$ cat src/rtl/vga_box_plotter.sv
// Box plotter for the VGA adapter write port: loads X, then Y/colour, streams a BOX_W x BOX_H box or a full-screen clear.
// Optional edge clipping is enabled by defining VGA_PLOT_CLIP_EN.
module vga_box_plotter #(
    parameter int X_SCREEN_PIXELS = 160,
    parameter int Y_SCREEN_PIXELS = 120,
    parameter int BOX_W           = 4,
    parameter int BOX_H           = 4,
    parameter int COORD_W         = 7,
    parameter int COLOUR_W        = 3,
    localparam int XW             = $clog2(X_SCREEN_PIXELS),
    localparam int YW             = $clog2(Y_SCREEN_PIXELS)
) (
    input  logic                iClock,
    input  logic                iResetn,
    input  logic                iLoadX,
    input  logic                iPlotBox,
    input  logic                iBlack,
    input  logic [COORD_W-1:0]  iXY_Coord,
    input  logic [COLOUR_W-1:0] iColour,
    output logic [XW-1:0]       oX,
    output logic [YW-1:0]       oY,
    output logic [COLOUR_W-1:0] oColour,
    output logic                oPlot,
    output logic                oDone
);

    typedef enum logic [2:0] {
        S_LOAD_X,
        S_LOAD_X_WAIT,
        S_LOAD_Y,
        S_LOAD_Y_WAIT,
        S_DRAW,
        S_DONE,
        S_CLEAR
    } state_t;

    localparam logic [XW-1:0] X_LAST_BOX = XW'(BOX_W - 1);
    localparam logic [YW-1:0] Y_LAST_BOX = YW'(BOX_H - 1);
    localparam logic [XW-1:0] X_LAST_CLR = XW'(X_SCREEN_PIXELS - 1);
    localparam logic [YW-1:0] Y_LAST_CLR = YW'(Y_SCREEN_PIXELS - 1);

    // Without clipping the carry bit is never observed, so the sums stay at screen width and wrap.
`ifdef VGA_PLOT_CLIP_EN
    localparam int SX_W = XW + 1;
    localparam int SY_W = YW + 1;
`else
    localparam int SX_W = XW;
    localparam int SY_W = YW;
`endif

    state_t              state;
    logic [XW-1:0]       x_lat;
    logic [YW-1:0]       y_lat;
    logic [COLOUR_W-1:0] colour_lat;
    logic [XW-1:0]       cx;
    logic [YW-1:0]       cy;

    logic [SX_W-1:0]     sum_x;
    logic [SY_W-1:0]     sum_y;
    logic                pix_ok;
    logic                at_x_last;
    logic                at_y_last;

    assign sum_x = SX_W'(x_lat) + SX_W'(cx);
    assign sum_y = SY_W'(y_lat) + SY_W'(cy);

`ifdef VGA_PLOT_CLIP_EN
    assign pix_ok = (sum_x < SX_W'(X_SCREEN_PIXELS)) && (sum_y < SY_W'(Y_SCREEN_PIXELS));
`else
    assign pix_ok = 1'b1;
`endif

    assign at_x_last = (state == S_CLEAR) ? (cx == X_LAST_CLR) : (cx == X_LAST_BOX);
    assign at_y_last = (state == S_CLEAR) ? (cy == Y_LAST_CLR) : (cy == Y_LAST_BOX);

    always_ff @(posedge iClock or negedge iResetn) begin
        if (!iResetn) begin
            state      <= S_LOAD_X;
            x_lat      <= '0;
            y_lat      <= '0;
            colour_lat <= '0;
            cx         <= '0;
            cy         <= '0;
            oX         <= '0;
            oY         <= '0;
            oColour    <= '0;
            oPlot      <= 1'b0;
            oDone      <= 1'b0;
        end else begin
            oPlot <= 1'b0;
            oDone <= 1'b0;
            case (state)
                S_LOAD_X: begin
                    if (iBlack) begin
                        state <= S_CLEAR;
                        cx    <= '0;
                        cy    <= '0;
                    end else if (iLoadX) begin
                        state <= S_LOAD_X_WAIT;
                    end
                end
                S_LOAD_X_WAIT: begin
                    x_lat <= XW'(iXY_Coord);
                    if (!iLoadX) state <= S_LOAD_Y;
                end
                S_LOAD_Y: begin
                    if (iBlack) begin
                        state <= S_CLEAR;
                        cx    <= '0;
                        cy    <= '0;
                    end else if (iPlotBox) begin
                        state <= S_LOAD_Y_WAIT;
                    end
                end
                S_LOAD_Y_WAIT: begin
                    y_lat      <= YW'(iXY_Coord);
                    colour_lat <= iColour;
                    if (!iPlotBox) begin
                        state <= S_DRAW;
                        cx    <= '0;
                        cy    <= '0;
                    end
                end
                S_DRAW: begin
                    oX      <= sum_x[XW-1:0];
                    oY      <= sum_y[YW-1:0];
                    oColour <= colour_lat;
                    oPlot   <= pix_ok;
                    if (at_x_last && at_y_last) state <= S_DONE;
                end
                S_DONE: begin
                    if (iBlack) begin
                        state <= S_CLEAR;
                        cx    <= '0;
                        cy    <= '0;
                    end else if (iLoadX) begin
                        state <= S_LOAD_X_WAIT;
                    end else begin
                        oDone <= 1'b1;
                    end
                end
                S_CLEAR: begin
                    oX      <= cx;
                    oY      <= cy;
                    oColour <= '0;
                    oPlot   <= 1'b1;
                    if (at_x_last && at_y_last) state <= S_DONE;
                end
                default: state <= S_LOAD_X;
            endcase

            // Raster order: cx runs fastest, cy steps when a row completes.
            if (state == S_DRAW || state == S_CLEAR) begin
                if (at_x_last) begin
                    cx <= '0;
                    cy <= cy + 1'b1;
                end else begin
                    cx <= cx + 1'b1;
                end
            end
        end
    end

endmodule
$ cat config.mk
export PLATFORM = sky130hd
export DESIGN_NAME = vga_box_plotter
export DESIGN_NICKNAME = d
export VERILOG_FILES = /design/src/rtl/vga_box_plotter.sv
export SDC_FILE = /design/constraint.sdc
export NUM_CORES = 1
export LEC_CHECK = 0
export CAP_MARGIN = 20
export CORE_ASPECT_RATIO = 1.5
export CORE_UTILIZATION = 45
export DETAILED_ROUTE_END_ITERATION = 16
export PLACE_DENSITY_LB_ADDON = 0.12
export SYNTH_ARGS = -nofsm -noshare
export SYNTH_HDL_FRONTEND = slang
export SYNTH_SLANG_ARGS = --single-unit
$ cat constraint.sdc
create_clock -name iClock -period 3.5 [get_ports iClock]
set_input_delay 0.35 -clock iClock [delete_from_list [all_inputs] [get_ports iClock]]
set_output_delay 0.35 -clock iClock [all_outputs]
set_load 0.02 [all_outputs]
==> results.cfg <==
[sta]
fin_crit_sh_pct = 64.35
clock_skew_ns = 0.005467
max_freq_mhz = 444.0
worstMarginPinSlew_ns = 0.8790
fin_hold_ws_ns = 0.4571
final-hold-violation-count = 0
setup_viol = 0
rsz0062_at_grt = false
max-slew-margin-rel_pct = 41.18
fin_crit_ns = 2.252
slew_viol_final = 0
fin_setup_tns_ns = 0

[grt]
grt_pass1_wl_um = 11710
grt.total_usage_pct = 20.88
grt_pass1_vias = 2375
grt_overflow_total = 0
antenna_found_initial = 0
grt_max_degree = 44

[synthesis]
yosysTopAreaCellShare_pct = 44.73
synth_area_mm2 = 0.003077
synth_area_leaders = dfrtp_1 45%, ha_1 6.1%, mux2_2 5.9%, nand2_1 4.4%, mux2i_1 3.9%
syn_avg_cell_area_um2 = 10.02
synth_cell_type_count = 48
synth-edff-count = 0
synthArstFlopShare_pct = 100.0
syn_nets = 339
yosysWarnings = 0
synthFlopType = dfrtp_1
syn_inst = 307
yosysTopAreaCell = dfrtp_1
yosys_register_bits = 55
yosysSeqAreaShare_pct = 44.73

[setup_path]
worstSetupPathType = reg2reg
slowest_stage = dfrtp_1
rr_endpoint = state[0]
cp_top_family = compound AO/OA/AOI/OAI gates
reg2reg_from = state[0]
cp_num_buf_inv = 2
endpoint_kind = flip-flop
cp.required_ns = 3.68
reg2regPathDepth = 7
worst_setup_path_start_kind = flip-flop
arrival_ns = 2.44
max_stage_delay_ns = 0.50
cp_max_fo = 29
r2r_setup_slack_ns = 1.25
cp_cell_sequence = inv_1, nand2_1, buf_4, a31oi_1, nor3_2, a22oi_1, o211ai_1

[cts]
cts_resized = 0
clk_pin_slew_ns = 0.10
clock-sinks = 55
clock_latency_ns = 0.30
cts_max_level = 2
cts_tree = yes
clock_path_buffers = 2
root_buffer = clkbuf_8
cts_hold_buf = 0
cts_post_setup_buffers_inserted = 0
cts_made_buffers = 5

[drt]
drt_iter0_drc = 151
vias = 2414
final_antenna_net_count = 0
first_pass_iters = 4
wl_per_cell_um = 16.57
drt_wl_total_um = 6960
drc_errors = 0
vias_per_cell = 5.748

[cells_and_area]
mostFrequentLayoutCell = dfrtp_1
nets = 375
syn_to_final_growth_pct = 17.08
mostFrequentLayoutCells = 55 x dfrtp_1, 36 x nand2_1, 33 x clkdlybuf4s50_1
multi_input_area_mm2 = 0.001617
design_area_mm2 = 0.003602
instances_no_fill = 420
fillers = 597
final-seq-area_mm2 = 0.001376
drive_gt1_share_pct = 10.17
antenna_cells = 0

[floorplanning]
die_area_mm2 = 0.007179
die_x_um = 69.52
start_util_pct = 47.11
die_h_um = 103.3
ios = 35
core_mm2 = 0.006531
rows = 36

[status]
status = finished clean

[worst_hold_path]
hold_class = in2async

[power_and_ir_drop]
power.density_mw_per_mm2 = 812.8
p_leak_nw = 1.635
ir_drop_mv = 0.4225

[placement]
place_hpwl_um = 4993
place_area_mm2 = 0.003487
globalplace.congestion = 0.7968
io_buffers = 34
dp.cells = 410

[job]
cap_violations = 0
[per-stage QoR]
step	worst slack (ns)	total power [W]	util [%]
2_1_floorplan	1.465	0.002109	-
3_3_place_gp	1.290	0.002566	53.39
3_5_place_dp	1.298	0.002594	53.39
4_1_cts	1.273	0.002957	54.69
5_1_grt	1.059	0.003168	55.15
6_report	1.248	0.002928	55.15
[cells in the mapped netlist, types with 5 or more instances]
library cell,n
inv_1,8
mux2i_1,12
nor3_1,6
o21ai_0,22
nand2_1,36
xnor2_1,6
nand3_1,11
ha_1,15
a21oi_1,14
nand4_1,5
nor2_1,22
mux2_2,16
clkbuf_1,8
nand2b_1,5
a21o_1,6
dfrtp_1,55
xor2_1,9
[kinds of logic after synthesis]
| kind of cell | Yosys count | share of synthesized area (%) |
|---|---|---|
| simple gates | 112 | 18.95 |
| compound gates | 60 | 12.16 |
| flops | 55 | 44.73 |
| mux | 28 | 9.760 |
| buf+inv | 20 | 2.724 |
| fa+ha+maj | 17 | 7.401 |
| xor+xnor | 15 | 4.270 |
[metal layers]
layer | global-route usage, % | up-vias | wire, um
li1 | - | 1165 | -
met1 | 25.02 | 1178 | 3065
met2 | 37.86 | 54 | 3488
met3 | 2.713 | 17 | 231
met4 | 8.948 | 0 | 175
met5 | 0 | - | 0
[area by class of cell]
class,instances,share of cell area (%)
multi-input combinational,232,44.88
sequential,55,38.21
timing repair buffer,40,10.98
tap,76,2.640
clock buffer,6,2.015
inverter,9,0.9378
clock inverter,2,0.3473
[where the power goes]
part	switching (W)	internal [W]	leakage (nW)
registers	0.000199	0.000867	0.701
logic	0.000828	0.000683	0.893
clock network	0.000211	0.000141	0.0412
[registers in the layout, indices dropped and copies added (netlist names)]
name and flops:
colour_lat 3, cx 8, cy 7, oColour 3, oDone 1, oPlot 1, oX 8, oY 7
state 3, x_lat 7, y_lat 7
[worst max-delay path by stage]
stage / start / end / slack [ns] / depth (start not counted)
after floorplan: cy[1] / state[1] / 1.46 / 7
after global placement: state[0] / state[0] / 1.29 / 7
after detailed placement: cy[1] / state[1] / 1.30 / 7
after CTS: state[0] / state[0] / 1.27 / 7
after global routing: state[0] / state[0] / 1.06 / 7
final: state[0] / state[0] / 1.25 / 7
(Power assumes the default switching activity.)
